--- src/rtl/usb_audio_rate_ctrl_pkg.sv ---
// Shared constants, state encoding and period helper for the USB audio sample-rate controller.
package usb_audio_rate_ctrl_pkg;

  localparam int unsigned NominalDiv = 1250;
  localparam int unsigned TrimMax    = 4;
  localparam int unsigned FillW      = 10;
  localparam int unsigned FillTarget = 96;
  localparam int unsigned Deadband   = 8;
  localparam int unsigned FullLevel  = 508;
  localparam int unsigned LockFrames = 16;

  localparam int unsigned TrimW   = 4;
  localparam int unsigned PeriodW = 11;
  localparam int unsigned LockW   = 5;

  typedef enum logic [1:0] {
    StIdle  = 2'b00,
    StPrime = 2'b01,
    StTrack = 2'b10
  } rate_state_e;

  // Strobe period in clk cycles for a given signed trim.
  function automatic logic [PeriodW-1:0] period_of(logic signed [TrimW-1:0] trim);
    logic signed [PeriodW:0] p;
    p = $signed((PeriodW+1)'(NominalDiv)) + (PeriodW+1)'(trim);
    return p[PeriodW-1:0];
  endfunction

endpackage

--- src/rtl/usb_audio_rate_ctrl_if.sv ---
// Control/status bundle between the USB audio top and the sample-rate controller.
interface usb_audio_rate_ctrl_if;
  import usb_audio_rate_ctrl_pkg::*;

  logic                    run;
  logic                    sof;
  logic [FillW-1:0]        fill;
  logic                    audio_en;
  logic signed [TrimW-1:0] trim;
  rate_state_e             state;
  logic                    locked;
  logic                    underrun;
  logic                    overrun;

  modport master (
    output run, sof, fill,
    input  audio_en, trim, state, locked, underrun, overrun
  );

  modport slave (
    input  run, sof, fill,
    output audio_en, trim, state, locked, underrun, overrun
  );

endinterface

--- src/rtl/usb_audio_rate_ctrl_strobe_div.sv ---
// Sample strobe divider: counts one period, pulses audio_en after the wrap and latches the
// next period from the trim present in the wrap cycle.
module usb_audio_rate_ctrl_strobe_div
  import usb_audio_rate_ctrl_pkg::*;
(
  input  logic                    clk,
  input  logic                    rst,
  input  logic                    en,
  input  logic signed [TrimW-1:0] trim,
  output logic                    wrap,
  output logic                    audio_en
);

  logic [PeriodW-1:0] cnt_q, cnt_d;
  logic [PeriodW-1:0] period_q, period_d;
  logic               audio_en_q, audio_en_d;

  assign wrap     = en && (cnt_q == (period_q - PeriodW'(1)));
  assign audio_en = audio_en_q;

  always_comb begin
    cnt_d      = cnt_q;
    period_d   = period_q;
    audio_en_d = 1'b0;
    if (!en) begin
      // Idle: hold at zero with the period primed so tracking starts a full period out.
      cnt_d    = '0;
      period_d = period_of(trim);
    end else if (wrap) begin
      cnt_d      = '0;
      period_d   = period_of(trim);
      audio_en_d = 1'b1;
    end else begin
      cnt_d = cnt_q + PeriodW'(1);
    end
  end

  always_ff @(posedge clk or posedge rst) begin
    if (rst) begin
      cnt_q      <= '0;
      period_q   <= PeriodW'(NominalDiv);
      audio_en_q <= 1'b0;
    end else begin
      cnt_q      <= cnt_d;
      period_q   <= period_d;
      audio_en_q <= audio_en_d;
    end
  end

endmodule

--- src/rtl/usb_audio_rate_ctrl.sv ---
// Adaptive 48 kHz strobe scheduler: primes on buffer fill, servos the period trim once per SOF
// and reports lock, underrun and overrun.
module usb_audio_rate_ctrl
  import usb_audio_rate_ctrl_pkg::*;
(
  input logic                  clk,
  input logic                  rst,
  usb_audio_rate_ctrl_if.slave bus
);

  localparam logic signed [TrimW-1:0]  TrimHi  = TrimW'(TrimMax);
  localparam logic signed [TrimW-1:0]  TrimLo  = -TrimHi;
  localparam logic signed [TrimW-1:0]  TrimOne = TrimW'(1);
  localparam logic signed [FillW:0]    BandHi  = (FillW+1)'(Deadband);
  localparam logic signed [FillW:0]    BandLo  = -BandHi;
  localparam logic signed [FillW:0]    Target  = (FillW+1)'(FillTarget);

  rate_state_e             state_q, state_d;
  logic signed [TrimW-1:0] trim_q, trim_d;
  logic [LockW-1:0]        lock_cnt_q, lock_cnt_d;
  logic                    locked_q;
  logic                    underrun_q, underrun_d;
  logic                    overrun_q, overrun_d;
  logic                    tracking, wrap, audio_en;
  logic signed [FillW:0]   err;
  logic                    in_band;

  assign tracking = (state_q == StTrack) && bus.run;
  assign err      = $signed({1'b0, bus.fill}) - Target;
  assign in_band  = (err <= BandHi) && (err >= BandLo);

  usb_audio_rate_ctrl_strobe_div u_strobe_div (
    .clk      (clk),
    .rst      (rst),
    .en       (tracking),
    .trim     (trim_q),
    .wrap     (wrap),
    .audio_en (audio_en)
  );

  always_comb begin
    state_d    = state_q;
    trim_d     = trim_q;
    lock_cnt_d = lock_cnt_q;
    underrun_d = wrap && (bus.fill == '0);
    overrun_d  = wrap && (bus.fill >= FillW'(FullLevel));
    if (!bus.run) begin
      state_d    = StIdle;
      trim_d     = '0;
      lock_cnt_d = '0;
      underrun_d = 1'b0;
      overrun_d  = 1'b0;
    end else begin
      unique case (state_q)
        StIdle: begin
          state_d = StPrime;
          trim_d  = '0;
        end
        StPrime: begin
          if (bus.sof && (bus.fill >= FillW'(FillTarget))) state_d = StTrack;
        end
        StTrack: begin
          if (bus.sof) begin
            // Too full drains faster (shorter period), too empty drains slower.
            if (err > BandHi) begin
              trim_d = (trim_q == TrimLo) ? trim_q : trim_q - TrimOne;
            end else if (err < BandLo) begin
              trim_d = (trim_q == TrimHi) ? trim_q : trim_q + TrimOne;
            end
            if (!in_band) begin
              lock_cnt_d = '0;
            end else if (lock_cnt_q != LockW'(LockFrames)) begin
              lock_cnt_d = lock_cnt_q + LockW'(1);
            end
          end
          if (underrun_d) begin
            state_d    = StPrime;
            lock_cnt_d = '0;
          end
        end
        default: state_d = StIdle;
      endcase
    end
  end

  always_ff @(posedge clk or posedge rst) begin
    if (rst) begin
      state_q    <= StIdle;
      trim_q     <= '0;
      lock_cnt_q <= '0;
      locked_q   <= 1'b0;
      underrun_q <= 1'b0;
      overrun_q  <= 1'b0;
    end else begin
      state_q    <= state_d;
      trim_q     <= trim_d;
      lock_cnt_q <= lock_cnt_d;
      locked_q   <= (lock_cnt_d == LockW'(LockFrames));
      underrun_q <= underrun_d;
      overrun_q  <= overrun_d;
    end
  end

  assign bus.audio_en = audio_en;
  assign bus.trim     = trim_q;
  assign bus.state    = state_q;
  assign bus.locked   = locked_q;
  assign bus.underrun = underrun_q;
  assign bus.overrun  = overrun_q;

endmodule

--- src/flat_wrapper.sv ---
// flat-port wrapper written by rule: the top's interface ports become plain ports
module usb_audio_rate_ctrl_flat import usb_audio_rate_ctrl_pkg::*;
  (clk, rst, bus_run, bus_sof, bus_fill, bus_audio_en, bus_trim, bus_state, bus_locked, bus_underrun, bus_overrun);
  usb_audio_rate_ctrl_if bus_i ();
  input logic clk;
  input logic rst;
  input wire logic [$bits(bus_i.run)-1:0] bus_run;
  input wire logic [$bits(bus_i.sof)-1:0] bus_sof;
  input wire logic [$bits(bus_i.fill)-1:0] bus_fill;
  output wire logic [$bits(bus_i.audio_en)-1:0] bus_audio_en;
  output wire logic [$bits(bus_i.trim)-1:0] bus_trim;
  output wire logic [$bits(bus_i.state)-1:0] bus_state;
  output wire logic [$bits(bus_i.locked)-1:0] bus_locked;
  output wire logic [$bits(bus_i.underrun)-1:0] bus_underrun;
  output wire logic [$bits(bus_i.overrun)-1:0] bus_overrun;
  assign bus_i.run = bus_run;
  assign bus_i.sof = bus_sof;
  assign bus_i.fill = bus_fill;
  assign bus_audio_en = bus_i.audio_en;
  assign bus_trim = bus_i.trim;
  assign bus_state = bus_i.state;
  assign bus_locked = bus_i.locked;
  assign bus_underrun = bus_i.underrun;
  assign bus_overrun = bus_i.overrun;
  usb_audio_rate_ctrl u_core (.clk(clk), .rst(rst), .bus(bus_i));
endmodule
--- config.mk ---
export PLATFORM = sky130hd
export DESIGN_NAME = usb_audio_rate_ctrl_flat
export DESIGN_NICKNAME = d
export VERILOG_FILES = /design/src/rtl/usb_audio_rate_ctrl_pkg.sv /design/src/rtl/usb_audio_rate_ctrl_if.sv /design/src/rtl/usb_audio_rate_ctrl_strobe_div.sv /design/src/rtl/usb_audio_rate_ctrl.sv /design/src/flat_wrapper.sv
export SDC_FILE = /design/constraint.sdc
export NUM_CORES = 1
export LEC_CHECK = 0
export ABC_AREA = 1
export BUFFER_PORTS_ARGS = -buffer_cell sky130_fd_sc_hd__buf_4
export CORE_ASPECT_RATIO = 1.4
export CORE_MARGIN = 5
export CORE_UTILIZATION = 59
export DETAILED_ROUTE_END_ITERATION = 10
export PLACE_DENSITY = 0.86
export SYNTH_ARGS = -nofsm -noshare
export SYNTH_HDL_FRONTEND = slang
export SYNTH_SLANG_ARGS = --single-unit
--- constraint.sdc ---
create_clock -name clk -period 2.19 [get_ports clk]
set_input_delay 0.3285 -clock clk [delete_from_list [all_inputs] [get_ports clk]]
set_output_delay 0.3285 -clock clk [all_outputs]
set_load 0.02 [all_outputs]
# --- Word level (Yosys, flattened, before mapping) ---
# Cells that the tools add are included.
op_classes:
  n_mux: 25
  n_addsub: 7
  eq_ne: 15
  order_cmp: 6
  reduce_logical: 10
ops:
  columns: ["operator", "n"]
  rows:
  - ["11-bit two-way mux", 4]
  - ["5-bit two-way mux", 6]
  - ["4-bit two-way mux", 6]
  - ["4-bit != test (second input constant)", 3]
  - ["11-bit by 1-bit adder with 11-bit output (second input constant)", 1]
  - ["11-bit by 4-bit adder with 11-bit output (first input constant)", 1]
  - ["11-bit == test", 1]
  - ["11-bit by 4-bit greater-or-equal comparator with 1-bit output (second input constant)", 1]
  - ["11-bit by 5-bit > comparator with 1-bit output (second input constant)", 1]
  - ["11-bit by 5-bit less-or-equal comparator with 1-bit output (second input constant)", 1]
  - ["11-bit by 4-bit < comparator with 1-bit output (second input constant)", 1]
  - ["10-bit by 7-bit subtractor with 11-bit output (second input constant)", 1]
  - ["11-bit by 1-bit subtractor with 11-bit output (second input constant)", 1]
  - ["10-bit by 7-bit greater-or-equal comparator with 1-bit output (second input constant)", 1]
  - ["10-bit by 9-bit greater-or-equal comparator with 1-bit output (second input constant)", 1]
  - ["10-bit logical NOT", 1]
  - ["4-bit case mux with 2 select lines", 1]
  - ["1-bit logical AND", 6]
  - ["2-bit two-way mux", 3]
  - ["3-bit != test (second input constant)", 2]
  - ["2-bit case mux with 3 select lines", 1]
  - ["5-bit by 1-bit adder with 5-bit output (second input constant)", 1]
  - ["5-bit == test (second input constant)", 1]
  - ["5-bit != test (second input constant)", 1]
  - ["other kinds (13)", 16]
word_totals:
  output_inout_bits: 10
  regBits: 37
  elab_cells: 72

# --- Longest topological paths before layout ---
logic_depth:
  depth_word: 9
  ltp_mapped: 16

# --- Hierarchy ---
# From an unflattened synthesis, not the netlist that was laid out.
unflattened:
  hier_cells: 335
  hier_area_um2: 2341.0
modules_own_cells:
  columns: ["mod", "cells_each", "area_each_um2", "n_inst"]
  rows:
  - ["usb_audio_rate_ctrl", 171, 1206.2, 1]
  - ["usb_audio_rate_ctrl_strobe_div", 164, 1134.8, 1]

# --- Worst setup path before layout ---
# No wires, ideal clock.
synth_path:
  kind: "in2reg"
  startpoint: "in bus_fill[5]"
  endpoint: "reg u_core.trim_q[3] (netlist: u_core.bus.trim[3])"
  cell_stages: 15
  n_path_buf: 0
  t_required_ns: 2.068
  arrival_time_ns: 2.014
  setup_slack_ns: 0.054
  path_cell_list: "ha_1 -> inv_1 -> nand3_1 -> nand2_1 -> nand3_1 -> nand2_2 -> inv_1 -> ha_1 -> a21oi_1 -> nand2_1 -> xor2_1 -> o21ai_0 -> a21oi_1 -> nand2_1 -> o21ai_1"
synth_via:
  elab_chain_cells: 6
synth_lines:
  columns: ["item", "line", "rtl"]
  rows:
  - ["from (decl)", "flat_wrapper.sv:9", "input wire logic [$bits(bus_i.fill)-1:0] bus_fill;"]
  - ["10-bit by 7-bit subtractor with 11-bit output (*)", "usb_audio_rate_ctrl.sv:29", "assign err = $signed({1'b0, bus.fill}) - Target;"]
  - ["11-bit by 5-bit > comparator with 1-bit output", "usb_audio_rate_ctrl.sv:65", "if (err > BandHi) begin"]
  - ["4-bit two-way mux", "usb_audio_rate_ctrl.sv:65", null]
  - ["4-bit two-way mux", "usb_audio_rate_ctrl.sv:63", "if (bus.sof) begin"]
  - ["4-bit case mux with 2 select lines", "usb_audio_rate_ctrl.sv:54", "unique case (state_q)"]
  - ["4-bit two-way mux", "usb_audio_rate_ctrl.sv:47", "if (!bus.run) begin"]
  - ["to (signal assigned)", "usb_audio_rate_ctrl.sv:96", "trim_q <= trim_d;"]
  - ["to (decl)", "usb_audio_rate_ctrl.sv:19", "logic signed [TrimW-1:0] trim_q, trim_d;"]
# Mark *: on every way between the ends. The rest lies on a longest branch, timed or not. The select of a mux whose other input is x is not followed.
# A chain may end at the register's enable or synchronous reset.

# --- Worst setup path after layout ---
layout_path:
  startpoint: "reg u_core.u_strobe_div.period_q[1]"
  endpoint: "reg u_core.state_q[1] (netlist: u_core.bus.state[1])"
layout_via:
  elab_chain_cells: 6
layout_lines:
  columns: ["item", "line", "rtl"]
  rows:
  - ["from (decl)", "usb_audio_rate_ctrl_strobe_div.sv:15", "logic [PeriodW-1:0] period_q, period_d;"]
  - ["from (signal assigned)", "usb_audio_rate_ctrl_strobe_div.sv:41", "period_q <= PeriodW'(NominalDiv);"]
  - ["from (signal assigned)", "usb_audio_rate_ctrl_strobe_div.sv:45", "period_q <= period_d;"]
  - ["11-bit by 1-bit subtractor with 11-bit output", "usb_audio_rate_ctrl_strobe_div.sv:18", "assign wrap = en && (cnt_q == (period_q - PeriodW'(1)));"]
  - ["11-bit == test", "usb_audio_rate_ctrl_strobe_div.sv:18", null]
  - ["1-bit logical AND", "usb_audio_rate_ctrl_strobe_div.sv:18", null]
  - ["1-bit logical AND", "usb_audio_rate_ctrl.sv:45", "underrun_d = wrap && (bus.fill == '0);"]
  - ["3-bit != test (no source line)", null, null]
  - ["2-bit AND reduction (no source line)", null, null]
  - ["to (signal assigned)", "usb_audio_rate_ctrl.sv:88", "state_q <= StIdle;"]
  - ["to (signal assigned)", "usb_audio_rate_ctrl.sv:95", "state_q <= state_d;"]
  - ["to (decl)", "usb_audio_rate_ctrl.sv:18", "rate_state_e state_q, state_d;"]
# No other way between the ends.

==> metrics.txt <==
final setup fails=0; first-pass GRT wire length=8560 um; Syn Nets=328; worst r2r src=u_core.u_strobe_div.period_q[1]; EDFF count, synth=0; via count=2,005; gpl congestion=around 0.94; DP HPWL=3750 um; Power Total=1.62 mW; cell taking the most area after synthesis=dfrtp_1; # hold bufs at CTS=0; layout cells sized above 1=0.243; max cap viols=0; CP Data Arrival Time=2.22 ns; Clock Sinks=32; Slew headroom=0.733; Inserted Clock Buffers=5; vias per cell=5.28; Netlist cell types=41; fin. max-slew vios=0; FFs w/ async S/R, synth=1.00; leakage=~1.4 nW; DR DRC count=0; RSZ-0062 raised after global routing=true; Starting DRT DRC Count=64; most common cell after layout, fill and taps aside=nand2_1; Max VDD drop=0.000553 V; status=finished, final reports clean; most frequent cells in the layout=65 x nand2_1, 42 x inv_1, 37 x nor2_1; Clk Latency, worst-skew pair=between 0.2 and 0.3 ns; initial antenna violation count=0; Post-CTS Setup Repair Bufs=0; register area share after synthesis=0.357; maximum clock insertion buffer count=2; worst-path maximum fanout=6; Final min period=2.06 ns; post-route ant nets=0; Critical Path Start Type=register; Congestion Overflow GR=0; #FFs+latches synth=32; IO Count=24; final instance area=2650 um2; Fin. Hold Viols=0; R2R setup slack=between 0.1 and 0.15 ns; CTS clk-pin slew, worst paths=0.06 ns; r2r endpoint=u_core.bus.state[1]; vias in the first global route=2,016; critical path endpoint category=register; CTS tree=yes; Reg2Reg Depth=13; die width=approximately 62 um; Post-synth top flop=dfrtp_1; port buffer count=23; Setup Skew=between 0.003 and 0.004 ns; Pwr Density=609 nW/um2; number of cells after detailed placement=around 370; worst hold-check path type=primary input to asynchronous set/reset pin; final worst-path cycle share=0.941; Layout Cells excl Fill=380; placed inst area=2520 um2; post_cts resized=0; Gate Count Post-Synth=302; Crit Path Class=register to register; Mapped Avg Cell Area=7.44 um2; largest net degree at the start of global routing=33; setup slack at placement=-0.114 ns; Die ar.=just over 5000 um2; starting density of the core=0.611; post-synthesis to final-layout area growth=18.0%; Synth top area share=0.334; FMAX=0.485 GHz; core area=3680 um2; Final WS setup=around 0.13 ns; Required @ worst endpoint=2.35 ns; top cells by area, synth=dfrtp_1 33%, nand2_1 11%, inv_1 7.2%; Antenna Cells=0; Post-layout nets=364; # H-tree levels=2; Pre-antenna DRT Iters=6; Root Buffer=clkbuf_8; Global Route Usage Sum=0.203; WL/cell=13.2 um; YS warnings=0; Cell Area, Synth=roughly 2200 um2; drt total wl=5010 um; row cnt=26; Die Ht=approximately 83 um; Worst-Margin Slew=0.401 ns; utilization after layout=0.722; layout filler cell count=312
final cells by class:
type                            count  area, um2  share of cell area
Clock inverter                      1       5.00             0.00189
Inverter                           49        185              0.0698
Multi-Input combinational cell    217       1290               0.485
Tap cell                           42       52.6              0.0198
Sequential cell                    32        803               0.303
Clock buffer                        6       72.6              0.0274
Timing Repair Buffer               33        248              0.0934
worst max-delay path: stages, from the launching register on:
cell and delay (ns):
dfstp_2 0.54, inv_2 0.05, ha_4 0.26, nor2_1 0.03, nor2_1 0.09, nand2_1 0.07
nor2_1 0.13, nand2_2 0.08, nor2_4 0.14, nand4_4 0.18, inv_2 0.10, nor2_1 0.05
a31oi_1 0.15, nor2_1 0.06
through the flow:
stage	hold WS (ns)	setup TNS, ns
finish	0.125	0
global route	0.155	-0.0663
CTS	0.130	0
detailed placement	0.441	-0.114
global placement	0.435	-0.0471
floorplan	0.443	0
power breakdown:
group / total (mW) / switching (mW) / leakage, nW / internal, mW
clock: 0.425 / 0.209 / 0.0410 / 0.216
combinational: 0.490 / 0.295 / 0.879 / 0.195
sequential: 0.701 / 0.0582 / 0.434 / 0.643
total: 1.62 / 0.563 / 1.35 / 1.05
cells by family after synthesis:
group / after synthesis / share of synthesized area
xor+xnor: 9 / 0.0351
simple gates: 164 / 0.356
mux: 1 / 0.00501
flops: 32 / 0.357
fa+ha+maj: 12 / 0.0702
compound gates: 31 / 0.0830
buf+inv: 53 / 0.0935
cell usage after synthesis (2+ instances only):
master / number
buf_2: 2
nor2_2: 5
a21oi_1: 9
inv_2: 5
buf_4: 2
nor3_1: 6
nor2_1: 37
nor2_4: 2
nand3_1: 23
xor2_1: 8
ha_1: 11
inv_1: 43
nand4_1: 5
dfrtp_1: 30
dfstp_2: 2
o21ai_0: 11
o21ai_1: 4
nand2_1: 68
nand2_2: 7
routing by layer:
metal	wire length, um	vias to the layer above	GRT usage
met3	204	12	0.0473
met1	2000	919	0.222
met4	142	0	0.0966
met2	2660	47	0.361
li1	-	1027	-
met5	0	-	0
registers in the layout, summed over array words and instances, names as in the netlist:
register                      cells
u_core.lock_cnt_q                 5
u_core.bus.locked                 1
u_core.bus.overrun                1
u_core.u_strobe_div.audio_en      1
u_core.bus.trim                   4
u_core.u_strobe_div.period_q      6
u_core.bus.underrun               1
u_core.bus.state                  2
u_core.u_strobe_div.cnt_q        11
worst max path at each step:
stage | start | to
floorplan | bus_fill[5] | u_core.bus.trim[3]
global placement | bus_fill[5] | u_core.bus.trim[3]
detailed placement | bus_fill[5] | u_core.bus.trim[3]
CTS | u_core.u_strobe_div.period_q[1] | u_core.bus.state[1]
global route | bus_fill[5] | u_core.bus.trim[3]
finish | u_core.u_strobe_div.period_q[1] | u_core.bus.state[1]
Power figures use the tool's default switching activity.
